File: src/rtl/regfile_wb_arbiter_if.sv
// Write-port bus of the register file front end: ALU and load result streams in,
// registered write port and pending mask out.
interface regfile_wb_arbiter_if;
    logic        AluValid;
    logic [4:0]  AluRd;
    logic [31:0] AluData;
    logic        AluStall;
    logic        LdValid;
    logic        LdReady;
    logic [4:0]  LdRd;
    logic [31:0] LdData;
    logic [4:0]  RD;
    logic [31:0] Din;
    logic        WE;
    logic [31:0] Pending;

    modport slave (
        input  AluValid, AluRd, AluData, LdValid, LdRd, LdData,
        output AluStall, LdReady, RD, Din, WE, Pending
    );

    modport master (
        output AluValid, AluRd, AluData, LdValid, LdRd, LdData,
        input  AluStall, LdReady, RD, Din, WE, Pending
    );
endinterface

File: src/rtl/regfile_wb_arbiter.sv
// Write-side front end of the 32x32 register file: merges ALU and load results onto one
// registered write port, buffering loads in a FIFO and bounding how long they can starve.
module regfile_wb_arbiter #(
    parameter int DEPTH        = 4,
    parameter int STARVE_LIMIT = 8
) (
    input logic                 Clk,
    input logic                 Rst,
    regfile_wb_arbiter_if.slave bus
);
    localparam int PW = $clog2(DEPTH);
    localparam int CW = $clog2(DEPTH + 1);
    localparam int SW = $clog2(STARVE_LIMIT + 1);

    localparam logic [0:0] ST_NORMAL      = 1'b0;
    localparam logic [0:0] ST_FORCE_DRAIN = 1'b1;

    logic [4:0]    fifo_rd_q   [DEPTH];
    logic [4:0]    fifo_rd_d   [DEPTH];
    logic [31:0]   fifo_data_q [DEPTH];
    logic [31:0]   fifo_data_d [DEPTH];
    logic [PW-1:0] wr_ptr_q, wr_ptr_d;
    logic [PW-1:0] rd_ptr_q, rd_ptr_d;
    logic [CW-1:0] count_q, count_d;
    logic [SW-1:0] starve_q, starve_d;
    logic [0:0]    state_q, state_d;
    logic          we_q, we_d;
    logic [4:0]    rd_q, rd_d;
    logic [31:0]   din_q, din_d;

    logic          fifo_empty;
    logic          fifo_full;
    logic          ld_ready;
    logic          ld_keep;
    logic          alu_win;
    logic          force_win;
    logic          do_push;
    logic          do_pop;
    logic          alu_stall;
    logic [PW-1:0] slot_off;
    logic [31:0]   pending;

    assign fifo_empty = (count_q == '0);
    assign fifo_full  = (count_q == CW'(DEPTH));
    assign ld_ready   = !Rst && !fifo_full;
    // x0 loads complete the handshake but are dropped here.
    assign ld_keep    = bus.LdValid && ld_ready && (bus.LdRd != 5'd0);
    assign alu_win    = bus.AluValid && (bus.AluRd != 5'd0);
    assign force_win  = (state_q == ST_FORCE_DRAIN) && !fifo_empty;

    always_comb begin
        do_push   = 1'b0;
        do_pop    = 1'b0;
        alu_stall = 1'b0;
        we_d      = 1'b0;
        rd_d      = rd_q;
        din_d     = din_q;
        if (force_win) begin
            do_pop    = 1'b1;
            do_push   = ld_keep;
            alu_stall = bus.AluValid;
            we_d      = 1'b1;
            rd_d      = fifo_rd_q[rd_ptr_q];
            din_d     = fifo_data_q[rd_ptr_q];
        end else if (alu_win) begin
            do_push = ld_keep;
            we_d    = 1'b1;
            rd_d    = bus.AluRd;
            din_d   = bus.AluData;
        end else if (!fifo_empty) begin
            do_pop  = 1'b1;
            do_push = ld_keep;
            we_d    = 1'b1;
            rd_d    = fifo_rd_q[rd_ptr_q];
            din_d   = fifo_data_q[rd_ptr_q];
        end else if (ld_keep) begin
            we_d  = 1'b1;
            rd_d  = bus.LdRd;
            din_d = bus.LdData;
        end
    end

    always_comb begin
        fifo_rd_d   = fifo_rd_q;
        fifo_data_d = fifo_data_q;
        wr_ptr_d    = wr_ptr_q;
        rd_ptr_d    = rd_ptr_q;
        count_d     = count_q;
        if (do_push) begin
            fifo_rd_d[wr_ptr_q]   = bus.LdRd;
            fifo_data_d[wr_ptr_q] = bus.LdData;
            wr_ptr_d              = wr_ptr_q + PW'(1);
        end
        if (do_pop) begin
            rd_ptr_d = rd_ptr_q + PW'(1);
        end
        if (do_push && !do_pop) begin
            count_d = count_q + CW'(1);
        end else if (!do_push && do_pop) begin
            count_d = count_q - CW'(1);
        end
    end

    // Only ALU wins over a non-empty FIFO extend the streak; anything else restarts it.
    always_comb begin
        state_d  = ST_NORMAL;
        starve_d = '0;
        if (state_q == ST_NORMAL) begin
            if (alu_win && !fifo_empty) begin
                starve_d = (starve_q == SW'(STARVE_LIMIT)) ? starve_q : starve_q + SW'(1);
            end
            if (starve_d == SW'(STARVE_LIMIT)) begin
                state_d = ST_FORCE_DRAIN;
            end
        end
    end

    always_comb begin
        pending  = '0;
        slot_off = '0;
        for (int i = 0; i < DEPTH; i++) begin
            slot_off = PW'(i) - rd_ptr_q;
            if (CW'(slot_off) < count_q) begin
                pending = pending | (32'd1 << fifo_rd_q[i]);
            end
        end
        if (we_q) begin
            pending = pending | (32'd1 << rd_q);
        end
    end

    assign bus.LdReady  = ld_ready;
    assign bus.AluStall = alu_stall && !Rst;
    assign bus.RD       = rd_q;
    assign bus.Din      = din_q;
    assign bus.WE       = we_q;
    assign bus.Pending  = Rst ? 32'd0 : (pending & ~32'd1);

    always_ff @(posedge Clk) begin
        if (Rst) begin
            wr_ptr_q <= '0;
            rd_ptr_q <= '0;
            count_q  <= '0;
            starve_q <= '0;
            state_q  <= ST_NORMAL;
            we_q     <= 1'b0;
            rd_q     <= '0;
            din_q    <= '0;
        end else begin
            wr_ptr_q <= wr_ptr_d;
            rd_ptr_q <= rd_ptr_d;
            count_q  <= count_d;
            starve_q <= starve_d;
            state_q  <= state_d;
            we_q     <= we_d;
            rd_q     <= rd_d;
            din_q    <= din_d;
        end
    end

    // Entry storage needs no reset: only slots covered by the count are ever read.
    always_ff @(posedge Clk) begin
        fifo_rd_q   <= fifo_rd_d;
        fifo_data_q <= fifo_data_d;
    end
endmodule

File: src/flat_wrapper.sv
// flat-port wrapper written by rule: the top's interface ports become plain ports
module regfile_wb_arbiter_flat 
#(
    parameter int DEPTH        = 4,
    parameter int STARVE_LIMIT = 8
)
  (Clk, Rst, bus_AluValid, bus_AluRd, bus_AluData, bus_LdValid, bus_LdRd, bus_LdData, bus_AluStall, bus_LdReady, bus_RD, bus_Din, bus_WE, bus_Pending);
  regfile_wb_arbiter_if bus_i ();
  input logic Clk;
  input logic Rst;
  input wire logic [$bits(bus_i.AluValid)-1:0] bus_AluValid;
  input wire logic [$bits(bus_i.AluRd)-1:0] bus_AluRd;
  input wire logic [$bits(bus_i.AluData)-1:0] bus_AluData;
  input wire logic [$bits(bus_i.LdValid)-1:0] bus_LdValid;
  input wire logic [$bits(bus_i.LdRd)-1:0] bus_LdRd;
  input wire logic [$bits(bus_i.LdData)-1:0] bus_LdData;
  output wire logic [$bits(bus_i.AluStall)-1:0] bus_AluStall;
  output wire logic [$bits(bus_i.LdReady)-1:0] bus_LdReady;
  output wire logic [$bits(bus_i.RD)-1:0] bus_RD;
  output wire logic [$bits(bus_i.Din)-1:0] bus_Din;
  output wire logic [$bits(bus_i.WE)-1:0] bus_WE;
  output wire logic [$bits(bus_i.Pending)-1:0] bus_Pending;
  assign bus_i.AluValid = bus_AluValid;
  assign bus_i.AluRd = bus_AluRd;
  assign bus_i.AluData = bus_AluData;
  assign bus_i.LdValid = bus_LdValid;
  assign bus_i.LdRd = bus_LdRd;
  assign bus_i.LdData = bus_LdData;
  assign bus_AluStall = bus_i.AluStall;
  assign bus_LdReady = bus_i.LdReady;
  assign bus_RD = bus_i.RD;
  assign bus_Din = bus_i.Din;
  assign bus_WE = bus_i.WE;
  assign bus_Pending = bus_i.Pending;
  regfile_wb_arbiter #(.DEPTH(DEPTH), .STARVE_LIMIT(STARVE_LIMIT)) u_core (.Clk(Clk), .Rst(Rst), .bus(bus_i));
endmodule
File: config.mk
export PLATFORM = sky130hd
export DESIGN_NAME = regfile_wb_arbiter_flat
export DESIGN_NICKNAME = d
export VERILOG_FILES = /design/src/rtl/regfile_wb_arbiter_if.sv /design/src/rtl/regfile_wb_arbiter.sv /design/src/flat_wrapper.sv
export SDC_FILE = /design/constraint.sdc
export NUM_CORES = 1
export LEC_CHECK = 0
export BUFFER_PORTS_ARGS = -buffer_cell sky130_fd_sc_hd__buf_2
export CORE_UTILIZATION = 60
export DETAILED_ROUTE_END_ITERATION = 12
export PLACE_DENSITY_LB_ADDON = 0.15
export SETUP_SLACK_MARGIN = 0.1
export SLEW_MARGIN = 20
export SYNTH_ARGS = -nofsm -noshare
export SYNTH_HDL_FRONTEND = slang
export SYNTH_SLANG_ARGS = --single-unit
export TNS_END_PERCENT = 100
File: constraint.sdc
create_clock -name Clk -period 8.5 [get_ports Clk]
set_input_delay 1.275 -clock Clk [delete_from_list [all_inputs] [get_ports Clk]]
set_output_delay 1.275 -clock Clk [all_outputs]
set_load 0.02 [all_outputs]
==> results.env, run 1 <==
YS_FF_LATCH=198
GRT_REMAINING_OVERFLOW=0
ANTENNA_FOUND_INITIAL=0
POWER.DENSITY_nW_PER_UM2=275.9
SYN-CELL-AREA_UM2=10030
BUFFER_PORTS.INSERTED=148
FIRSTDRTPASSITERS=6
SYNTH_FLOP_CELL='edfxtp_1'
DR_TOTAL_VIAS=7997
FINCLKSKEW_NS=0.01389
SYNTH_EDF_COUNT=148
INITIAL_UTILIZATION=0.6227
GRT_FIRST_PASS_WIRELENGTH_MM=44.30
YS.WARNINGS.COUNT=0
FINAL_ANTENNA_NET_COUNT=0
TIMING_MAX_TRANSITION_VIOLATIONS_FINAL=0
MAX_FREQ_GHz=0.2030
YOSYSUNIQUECELLTYPES=56
POSTSYNTH.ASYNCRESETSHARE=0
POSTROUTEWIRELENGTH_MM=28.43
TRITONCTS_CLOCK_TREE='built'
P_LEAK_nW=3.806
TOTALNEGATIVESETUPSLACK_NS=0
WORSTSKEWPAIRLATENCY_NS=0.43
MAX-CLOCK-PATH-BUFFERS=2
TYPE_OF_THE_MOST_CRITICAL_HOLD_PATH='flip-flop to flip-flop'
WORST_PIN_SLEW_NS=1.109
HOLDWS_NS=0.5349
TIMING.FINAL.CRIT_SHARE=0.5795
WORST-ENDPOINT-ARRIVAL_NS=3.65
FLOORPLAN.CORE_AREA_UM2=16120
REPORT.POWER.TOTAL_W=0.003194
DIE-AREA_UM2=17240
CTS.REPAIR_TIMING.SETUP_BUFFER_COUNT=0
POST_CTS_HOLD_BUFFER_COUNT=0
TIMING_WORST_SETUP_PATH_TYPE='flip-flop to output port'
GRT_USAGE=0.3368
CLK_PIN_SLEW_WORST_PATHS_NS=0.08
INSERTEDDIODECOUNT=0
SYNTH_NETS=869
GRT_MAX_DEGREE=82
STATUS='finished, final reports clean'
REPLACE_CONGESTION=1.023
WORST_REL_SLEW_SLACK=0.2609
MAXCAPVIOLATIONS=0
SYNTHCELLS=779
POST_CTS.RESIZED_INSTANCES=0
STD_CELL_ROWS=46
FP.DIEW_UM=131.3
POST_ROUTE_CELLS_DRIVE_ABOVE_1_SHARE=0.3101
SETUP-VIOLATIONS-FINAL=0
SYNTH_AREA_LEADERS='edfxtp_1 44%, dfxtp_1 10%, mux4_2 8.3%'
DPL.HPWL_MM=18.86
CP_MAX_FO=40
INITIALDRTVIOLATIONCOUNT=842
AVGSYNTHCELLAREA_UM2=12.88
FIRST_GLOBAL_VIAS=7868
POSTPLACECELLAREA_UM2=10930
CRITPATHSLOWESTCELL='dfxtp_2'
CRIT_PATH_END_KIND='output port'
STARTPOINT_TYPE='flip-flop'
FINAL_DESIGN_AREA_NO_FILL_UM2=11570
IO_PINS=150
FINAL_CELL_COUNT_NO_FILL=1119
NUM-FILL-CELLS=1074
DRT-WIRELENGTH-PER-CELL_UM=25.41
POST_SYNTH_TOP_AREA_SHARE=0.4429
DIEHEIGHT_UM=131.3
HOLD_VIOLATIONS_FINAL=0
POST-ROUTE-MIN-PERIOD_NS=4.926
SEQUENTIAL_AREA_SHARE_AFTER_SYNTHESIS=0.5426
FINAL_CELL_MIX='148 x buf_2, 148 x edfxtp_1, 75 x nand2_1'
SYNTHTOLAYOUTAREAGROWTH_PCT=15.34
REMAINING_DRC_ERRORS=0
SYNTH_TOP_AREA_CELL='edfxtp_1'
PLACE.DETAILED.INSTANCES=1086
RSZ0062_AT_GRT='no'
VDD.IR_DROP.WORST_uV=205.1
TRITONCTS_NUM_SINKS=198
VIASPERCELL=7.147
FIN_NETS=980
REQUIRED_ARRIVAL_TIME_AT_THE_WORST_ENDPOINT_NS=7.22
LIBRARY_CELL_USED_AS_CLOCK_ROOT_BUFFER='clkbuf_16'
CTS-BUFFERS-INSERTED=17
LEVEL_COUNT_OF_THE_CLOCK_H_TREE=4
TIMING.CRITICAL_PATH.SLOWEST_CELL_DELAY_NS=1.05
CRITICAL_PATH.CELL_CHAIN='inv_1 > ha_1 > a211oi_2 > nor4_1 > a22oi_1 > a31oi_1 > buf_2'
[cell type report]
cell class	instances	area (um^2)	share of cell area
inverter	21	78.83	0.006811
timing repair buffer	160	923.4	0.07978
clock buffer	20	478.0	0.04130
multi-input combinational	492	4233	0.3657
clock inverter	12	142.6	0.01232
tap	216	270.3	0.02335
sequential	198	5448	0.4707
[flip-flops by register name, summed over array words and instances, names as in the netlist, 2 cells and up]
signal and count:
u_core.starve_q 4, u_core.fifo_rd_q 20, u_core.bus.Din 32, u_core.rd_ptr_q 2, u_core.count_q 3, u_core.wr_ptr_q 2
u_core.bus.RD 5, u_core.fifo_data_q 128
[worst paths after layout]
kind / depth (start not counted) / startpoint / slack (ns) / endpoint
max reg2reg: 11 / u_core.count_q[2]$_SDFFE_PP0P_ / 4.64 / u_core.count_q[2]$_SDFFE_PP0P_
min: 2 / u_core.wr_ptr_q[1]$_SDFFE_PP0P_ / 0.53 / u_core.wr_ptr_q[1]$_SDFFE_PP0P_
min reg2reg: 2 / u_core.wr_ptr_q[1]$_SDFFE_PP0P_ / 0.53 / u_core.wr_ptr_q[1]$_SDFFE_PP0P_
max: 7 / u_core.rd_ptr_q[1]$_SDFFE_PP0P_ / 3.57 / bus_Pending[7]
[per-layer routing]
metal / global-route usage / vias to the layer above / routed length (um)
met5: 0 / - / 0
met4: 0.1512 / 0 / 846
met3: 0.04900 / 64 / 2245
met2: 0.5479 / 500 / 14100
met1: 0.4522 / 4025 / 11240
li1: - / 3408 / -
[through the flow]
step | utilization | worst slack [ns]
5_1_grt | 0.7182 | 3.394
2_1_floorplan | - | 4.184
3_3_place_gp | 0.6716 | 4.101
3_5_place_dp | 0.6780 | 4.080
6_report | 0.7182 | 3.574
4_1_cts | 0.7165 | 3.631
[logic make-up (layout without fill, tap and decap cells)]
kind of cell | count (synthesis) | count (layout) | synth area share
buffers and inverters | 89 | 213 | 0.04277
other | 1 | 1 | 0.0003737
multiplexers | 38 | 38 | 0.08404
flip-flops | 198 | 198 | 0.5426
XOR/XNOR | 5 | 5 | 0.004365
AO/OA/AOI/OAI | 246 | 246 | 0.2111
adder cells (fa/ha/maj) | 12 | 12 | 0.01571
AND/OR/NAND/NOR | 190 | 190 | 0.09900
[cells in the mapped netlist (all sizes together) (7+ instances only)]
master	n
nand2b	11
nor4	11
a22oi	57
a2111oi	20
ha	11
mux4	37
nor2b	19
a211oi	39
a21oi	7
a311oi	37
edfxtp	148
dfxtp	50
clkbuf	27
nor2	29
buf	41
a31oi	36
a32oi	37
inv	21
nand2	75
[power breakdown]
part / leakage [nW] / switching [W] / internal (W)
sequential: 1.75 / 0.000129 / 0.00116
combinational: 1.75 / 0.000680 / 0.000406
clock: 0.305 / 0.000389 / 0.000430
[critical path: cells and delay by family (launching register included)]
family | cells | cell delay (ns)
buf+inv | 2 | 0.40
flops | 1 | 1.05
compound gates | 3 | 0.51
fa+ha+maj | 1 | 0.38
simple gates | 1 | 0.88
Power figures use the tool's default switching activity.
==> run 2, diff against run 1 <==
--- a/config.mk
+++ b/config.mk
@@ -6,7 +6,7 @@
 export NUM_CORES = 1
 export LEC_CHECK = 0
 export BUFFER_PORTS_ARGS = -buffer_cell sky130_fd_sc_hd__buf_2
-export CORE_UTILIZATION = 60
+export CORE_UTILIZATION = 58
 export DETAILED_ROUTE_END_ITERATION = 12
 export PLACE_DENSITY_LB_ADDON = 0.15
 export SETUP_SLACK_MARGIN = 0.1
==> constraint.sdc (replaced) <==
create_clock -name Clk -period 4.6 [get_ports Clk]
set_input_delay 0.69 -clock Clk [delete_from_list [all_inputs] [get_ports Clk]]
set_output_delay 0.69 -clock Clk [all_outputs]
set_load 0.02 [all_outputs]
==> results.env, run 2 (same netlist as run 1, synthesis figures left out) <==
LIBRARY_CELL_USED_AS_CLOCK_ROOT_BUFFER='clkbuf_16'
DIE-AREA_UM2=17830  # +3.4%
TYPE_OF_THE_MOST_CRITICAL_HOLD_PATH='input pin to flip-flop'
TIMING_WORST_SETUP_PATH_TYPE='flip-flop to output port'
FIN_NETS=980  # unchanged
TIMING_MAX_TRANSITION_VIOLATIONS_FINAL=0  # unchanged
SETUP_WS_NS=0.6582  # -2.916 ns
ANTENNA_FOUND_INITIAL=2  # +2
TOTALNEGATIVESETUPSLACK_NS=0  # unchanged
SYNTHTOLAYOUTAREAGROWTH_PCT=14.44
TIMING.REG2REG.WORST_PATH_DEPTH=11  # unchanged
FINAL_CELL_MIX='148 x buf_2, 148 x edfxtp_1, 75 x nand2_1'
SWITCHING_POWER_W=0.002210  # +84%
REPLACE_CONGESTION=0.9133  # -11%
MAX_FREQ_GHz=0.2537
POST-ROUTE-MIN-PERIOD_NS=3.942
TRITONCTS_CLOCK_TREE='built'
HOLD_VIOLATIONS_FINAL=0  # unchanged
REGTOREGSTARTPOINT='u_core.count_q[2]$_SDFFE_PP0P_'
GRT_MAX_DEGREE=66  # -20%
FIRST_GLOBAL_VIAS=7804  # -0.81%
PLACE_WORST_SETUP_SLACK_NS=0.9205  # -3.159 ns
PLACE.DETAILED.INSTANCES=1091  # +0.46%
SHARE_COMB_OF_TOTAL_POWER=0.342  # +0.002
POSTROUTEWIRELENGTH_MM=27.76  # -2.4%
MAX-CLOCK-PATH-BUFFERS=2  # unchanged
INITIALDRTVIOLATIONCOUNT=643  # -24%
TOP_REGISTER='u_core.fifo_data_q'
NUM-FILL-CELLS=1176  # +9.5%
DR_TOTAL_VIAS=7823  # -2.2%
DRT-WIRELENGTH-PER-CELL_UM=24.67  # -2.9%
VIASPERCELL=6.954  # -2.7%
SWSHARE=0.3792  # +0.003991
DPL.HPWL_MM=18.28  # -3.1%
STARTPOINT_TYPE='flip-flop'
GRT_REMAINING_OVERFLOW=0  # unchanged
STATUS='finished, final reports clean'
CP_MAX_FO=9  # -78%
WORST_REL_SLEW_SLACK=0.2153  # -0.04557
PWR-SHARE-SEQ=0.404  # about the same
FIRSTDRTPASSITERS=6  # unchanged
MAXCAPVIOLATIONS=0  # unchanged
P_LEAK_nW=3.767  # -1.0%
FINAL_UTIL=0.6852  # -0.03299
BUFFER_PORTS.INSERTED=148  # unchanged
INITIAL_UTILIZATION=0.5987  # -0.02394
POST_CTS_HOLD_BUFFER_COUNT=0  # unchanged
FLIP_FLOP_COUNT_OF_THE_LARGEST_REGISTER_ALL_COPIES_AND_WORDS_ADDED=128  # unchanged
REQUIRED_ARRIVAL_TIME_AT_THE_WORST_ENDPOINT_NS=3.91  # -3.31 ns
CTS.REPAIR_TIMING.SETUP_BUFFER_COUNT=0  # unchanged
GRT_FIRST_PASS_WIRELENGTH_MM=42.51  # -4.0%
TIMING.FINAL.CRIT_SHARE=0.8569
PART_OF_THE_TOTAL_POWER_DISSIPATED_IN_THE_CLOCK_NETWORK=0.254  # -0.003
WORSTSETUPENDPOINT='bus_Pending[15]'
WORST_PIN_SLEW_NS=1.173  # +0.06391 ns
CRITICAL_PATH.STARTPOINT='u_core.count_q[1]$_SDFFE_PP0P_'
REMAINING_DRC_ERRORS=0  # unchanged
FP.DIEW_UM=133.5  # +1.7%
GRT_USAGE=0.3151  # -0.02175
STD_CELL_ROWS=47  # +2.2%
FLOORPLAN.CORE_AREA_UM2=16760  # +4.0%
TRITONCTS_NUM_SINKS=198  # unchanged
POST_CTS.RESIZED_INSTANCES=0  # unchanged
IO_PINS=150  # unchanged
CRIT_PATH_END_KIND='output port'
FINAL_ANTENNA_NET_COUNT=0  # unchanged
CTS-BUFFERS-INSERTED=17  # unchanged
CLK_PIN_SLEW_WORST_PATHS_NS=0.07  # about the same
FINAL_CELL_COUNT_NO_FILL=1125  # +0.54%
SETUP-VIOLATIONS-FINAL=0  # unchanged
SETUP.REG_TO_REG.WORST_SLACK_NS=0.83  # -3.81 ns
VDD.IR_DROP.WORST_uV=473.5  # +130%
POST_ROUTE_CELLS_DRIVE_ABOVE_1_SHARE=0.3101  # unchanged
POWER.DENSITY_nW_PER_UM2=507.5  # +84%
INTERNAL_POWER_COMPONENT_W=0.003618  # +81%
WORSTSKEWPAIRLATENCY_NS=0.44  # about the same
FINCLKSKEW_NS=0.01738  # +0.003492 ns
RSZ0062_AT_GRT='no'
CRITICAL_PATH.REG2REG.ENDPOINT='u_core.count_q[2]$_SDFFE_PP0P_'
DIEHEIGHT_UM=133.5  # +1.7%
WORST-ENDPOINT-ARRIVAL_NS=3.25  # -0.40 ns
LEVEL_COUNT_OF_THE_CLOCK_H_TREE=4  # unchanged
[run 2: area by class of cell]
cell class | instances | area [um^2] | share of cell area
Tap cell | 220 | 275.3 | 0.02397
Clock inverter | 14 | 167.7 | 0.01460
Sequential cell | 198 | 5450 | 0.4746
Inverter | 21 | 78.83 | 0.006864
Clock buffer | 18 | 429.2 | 0.03737
Multi-Input combinational cell | 492 | 4234 | 0.3687
Timing Repair Buffer | 160 | 843.3 | 0.07344
Antenna cell | 2 | 5.005 | 0.0004358
[run 2: worst min path at each step]
stage | start | end | slack (ns) | cells past startpoint
floorplan | u_core.wr_ptr_q[0]$_SDFFE_PP0P_ | u_core.wr_ptr_q[0]$_SDFFE_PP0P_ | 0.48 | 2
global placement | u_core.wr_ptr_q[0]$_SDFFE_PP0P_ | u_core.wr_ptr_q[0]$_SDFFE_PP0P_ | 0.49 | 2
detailed placement | u_core.wr_ptr_q[1]$_SDFFE_PP0P_ | u_core.wr_ptr_q[1]$_SDFFE_PP0P_ | 0.51 | 2
CTS | bus_LdData[31] | u_core.fifo_data_q[63]$_DFFE_PP_ | 0.47 | 1
global route | bus_LdData[31] | u_core.fifo_data_q[63]$_DFFE_PP_ | 0.47 | 1
finish | bus_LdData[31] | u_core.fifo_data_q[31]$_DFFE_PP_ | 0.48 | 1
[run 2: worst max-delay path, stage by stage (launching register included)]
cell      delay (ns)
dfxtp_1         0.57
inv_1           0.18
ha_1            0.35
a211oi_2        0.10
nor4_1          0.94
a22oi_1         0.15
a31oi_1         0.31
buf_2           0.22
[run 2: metrics by stage]
stage	instance area, um^2	hold slack (ns)	power [W]
after floorplan	10030	0.4781	0.003791
after global placement	10880	0.4914	0.004294
final	11480	0.4820	0.005828
after CTS	11480	0.4668	0.005815
after detailed placement	10880	0.5087	0.004345
after global routing	11480	0.4666	0.006051
[run 2: routing by layer]
metal | GRT usage | vias to the layer above | share of wire
met2 | 0.5162 | 440 | 0.49
met3 | 0.04680 | 67 | 0.077
met5 | 0 | - | 0
li1 | - | 3412 | -
met4 | 0.1282 | 0 | 0.028
met1 | 0.4238 | 3904 | 0.40
[run 2: power by group through the flow]
stage / clock [W] / sequential, W / combinational (W)
floorplan: 0 / 0.00247 / 0.00132
global placement: 0 / 0.00237 / 0.00192
detailed placement: 0 / 0.00238 / 0.00196
CTS: 0.00149 / 0.00235 / 0.00198
global route: 0.00156 / 0.00238 / 0.00211
finish: 0.00148 / 0.00235 / 0.00199
==> run 3, diff against run 2 <==
--- a/config.mk
+++ b/config.mk
@@ -8,7 +8,7 @@
 export BUFFER_PORTS_ARGS = -buffer_cell sky130_fd_sc_hd__buf_2
 export CORE_UTILIZATION = 58
 export DETAILED_ROUTE_END_ITERATION = 12
-export PLACE_DENSITY_LB_ADDON = 0.15
+export PLACE_DENSITY = 0.83
 export SETUP_SLACK_MARGIN = 0.1
 export SLEW_MARGIN = 20
 export SYNTH_ARGS = -nofsm -noshare
==> results.env, run 3 (same netlist as run 1, synthesis figures left out) <==
RSZ0062_AT_GRT='no'
TOTALNEGATIVESETUPSLACK_NS=0  # unchanged
POSTROUTEWIRELENGTH_MM=29.27  # +5.5%
WORST_PIN_SLEW_NS=0.9256  # -0.2470 ns
POST_CTS_HOLD_BUFFER_COUNT=0  # unchanged
PWR-SHARE-SEQ=0.396  # -0.008
CP_MAX_FO=20  # +11
FINAL_ANTENNA_NET_COUNT=0  # unchanged
LIBRARY_CELL_USED_AS_CLOCK_ROOT_BUFFER='clkbuf_16'
TYPE_OF_THE_MOST_CRITICAL_HOLD_PATH='input pin to flip-flop'
POWER.DENSITY_nW_PER_UM2=519.1  # +2.3%
WORSTSKEWPAIRLATENCY_NS=0.44  # about the same
GRT_FIRST_PASS_WIRELENGTH_MM=45.48  # +7.0%
TOP_REGISTER='u_core.fifo_data_q'
FIRST_GLOBAL_VIAS=7833  # +0.37%
CRITPATHTOPFAMILY='compound AO/OA/AOI/OAI gates'
CRIT_PATH_END_KIND='output port'
TRITONCTS_NUM_SINKS=198  # unchanged
CRITICAL_PATH.CELL_CHAIN='xnor2_1 > inv_1 > ha_1 > and2b_4 > a2111oi_4 > a22oi_1 > a31oi_1 > buf_2'
ANTENNA_FOUND_INITIAL=2  # unchanged
FIN_NETS=985  # +0.51%
PART_OF_THE_TOTAL_POWER_DISSIPATED_IN_THE_CLOCK_NETWORK=0.269  # +0.015
DRT-WIRELENGTH-PER-CELL_UM=25.93  # +5.1%
SHARE_COMB_OF_TOTAL_POWER=0.335  # -0.007
FIRSTDRTPASSITERS=10  # +4
DR_TOTAL_VIAS=7995  # +2.2%
HOLD_VIOLATIONS_FINAL=0  # unchanged
SETUP-VIOLATIONS-FINAL=0  # unchanged
VIASPERCELL=7.081  # +1.8%
TIMING.CRITICAL_PATH.SLOWEST_CELL_DELAY_NS=0.71  # -0.23 ns
CRITPATHSLOWESTCELL='a2111oi_4'
P_LEAK_nW=3.811  # +1.2%
INITIALDRTVIOLATIONCOUNT=922  # +43%
FINAL_CELL_MIX='148 x buf_2, 148 x edfxtp_1, 75 x nand2_1'
POST_ROUTE_CELLS_DRIVE_ABOVE_1_SHARE=0.3128  # +0.002698
WORST-ENDPOINT-ARRIVAL_NS=3.29  # +0.04 ns
SETUP.REG_TO_REG.WORST_SLACK_NS=1.46  # +0.63 ns
STD_CELL_ROWS=47  # unchanged
TIMING_WORST_SETUP_PATH_TYPE='flip-flop to output port'
DPL.HPWL_MM=19.41  # +6.2%
DIEHEIGHT_UM=133.5  # unchanged
MAXCAPVIOLATIONS=0  # unchanged
FAILED_CHECKS='design-rule violations'
WORST_REL_SLEW_SLACK=0.3816  # +0.1663
CLK_PIN_SLEW_WORST_PATHS_NS=0.07  # about the same
SYNTHTOLAYOUTAREAGROWTH_PCT=15.01
WORSTPATHBUFFERINVERTERCOUNT=2  # unchanged
INITIAL_UTILIZATION=0.5987  # unchanged
FLOORPLAN.CORE_AREA_UM2=16760  # unchanged
REMAINING_DRC_ERRORS=2  # +2
MAX-CLOCK-PATH-BUFFERS=2  # unchanged
TIMING.FINAL.CRIT_SHARE=0.8662  # +0.009273
GRT_MAX_DEGREE=70  # +6.1%
STARTPOINT_TYPE='flip-flop'
IO_PINS=150  # unchanged
DIE-AREA_UM2=17830  # unchanged
POST_CTS.RESIZED_INSTANCES=0  # unchanged
SWSHARE=0.3642  # -0.01494
GRT_USAGE=0.3421  # +0.02706
SWITCHING_POWER_W=0.002182  # -1.3%
TIMING_MAX_TRANSITION_VIOLATIONS_FINAL=0  # unchanged
GRT_REMAINING_OVERFLOW=0  # unchanged
CTS-BUFFERS-INSERTED=17  # unchanged
FINCLKSKEW_NS=0.01831  # +0.0009283 ns
POST-ROUTE-MIN-PERIOD_NS=3.984  # +0.04265 ns
INTERNAL_POWER_COMPONENT_W=0.003808  # +5.3%
LEVEL_COUNT_OF_THE_CLOCK_H_TREE=4  # unchanged
REPLACE_CONGESTION=1.050  # +15%
TRITONCTS_CLOCK_TREE='built'
CTS.REPAIR_TIMING.SETUP_BUFFER_COUNT=0  # unchanged
REQUIRED_ARRIVAL_TIME_AT_THE_WORST_ENDPOINT_NS=3.91  # about the same
STATUS='complete, but fails checks'
FINAL_UTIL=0.6886  # +0.003434
VDD.IR_DROP.WORST_uV=402.6  # -15%
FP.DIEW_UM=133.5  # unchanged
BUFFER_PORTS.INSERTED=148  # unchanged
FLIP_FLOP_COUNT_OF_THE_LARGEST_REGISTER_ALL_COPIES_AND_WORDS_ADDED=128  # unchanged
MAX_FREQ_GHz=0.2510  # -1.1%
## run 3: cell count changes in the layout (fill, tap and decap cells not counted), moves of 2 or more
cell | previous run | this run
buf_4 | 11 | 17
clkinv_2 | 0 | 2
clkinv_8 | 4 | 1
bufinv_16 | 0 | 4
inv_6 | 5 | 3
## run 3: metrics by stage
step | cell area [um^2] | worst slack [ns] | total power (W) | hold WS (ns) | cells
finish | 11540 | 0.6156 | 0.005990 | 0.4829 | 1129
global route | 11540 | 0.5058 | 0.006213 | 0.4728 | 1128
CTS | 11540 | 0.6488 | 0.005968 | 0.4720 | 1128
detailed placement | 10900 | 1.125 | 0.004364 | 0.5187 | 1096
global placement | 10900 | 1.097 | 0.004329 | 0.4936 | 1096
floorplan | 10030 | 0.8693 | 0.003791 | 0.4781 | 779
## run 3: layout make-up
cell class                 instances  area [um^2]
timing repair buffer             165        868.3
inverter                          21        78.83
clock buffer                      18        429.2
fill                            1153         5219
sequential                       198         5448
tap                              220        275.3
multi-input combinational        492         4225
clock inverter                    14        214.0
antenna                            1        2.502
## run 3: metal layers
metal	part of all wire	wire length, um	vias to the layer above	track usage
met2	0.50	14570	529	0.5602
met4	0.035	1034	2	0.1553
met5	0.00027	8	-	0
met1	0.38	11230	3967	0.4497
met3	0.083	2427	83	0.05708
li1	-	-	3414	-
## run 3: power groups by stage
stage,combinational (W),clock (W),sequential [W]
floorplan,0.00132,0,0.00247
global placement,0.00193,0,0.00240
detailed placement,0.00196,0,0.00240
CTS,0.00198,0.00162,0.00237
global route,0.00213,0.00168,0.00240
finish,0.00200,0.00161,0.00237
## run 3: worst paths after layout
kind	cells after the start	endpoint	start
worst max-delay path	8	bus_Pending[8]	u_core.rd_ptr_q[1]$_SDFFE_PP0P_
worst min-delay path	1	u_core.fifo_data_q[75]$_DFFE_PP_	bus_LdData[11]
worst max register to register	10	u_core.count_q[2]$_SDFFE_PP0P_	u_core.count_q[2]$_SDFFE_PP0P_
worst min register to register	2	u_core.wr_ptr_q[0]$_SDFFE_PP0P_	u_core.wr_ptr_q[0]$_SDFFE_PP0P_
## run 3: worst register-to-register path, stage by stage, from the launching register on
cell and delay [ns]:
dfxtp_1 0.81, nor4_1 0.24, a21oi_4 0.17, nand3_1 0.38, inv_1 0.16, ha_1 0.19
inv_1 0.06, fa_1 0.43, xor2_1 0.17, or3_1 0.31, a21oi_1 0.14
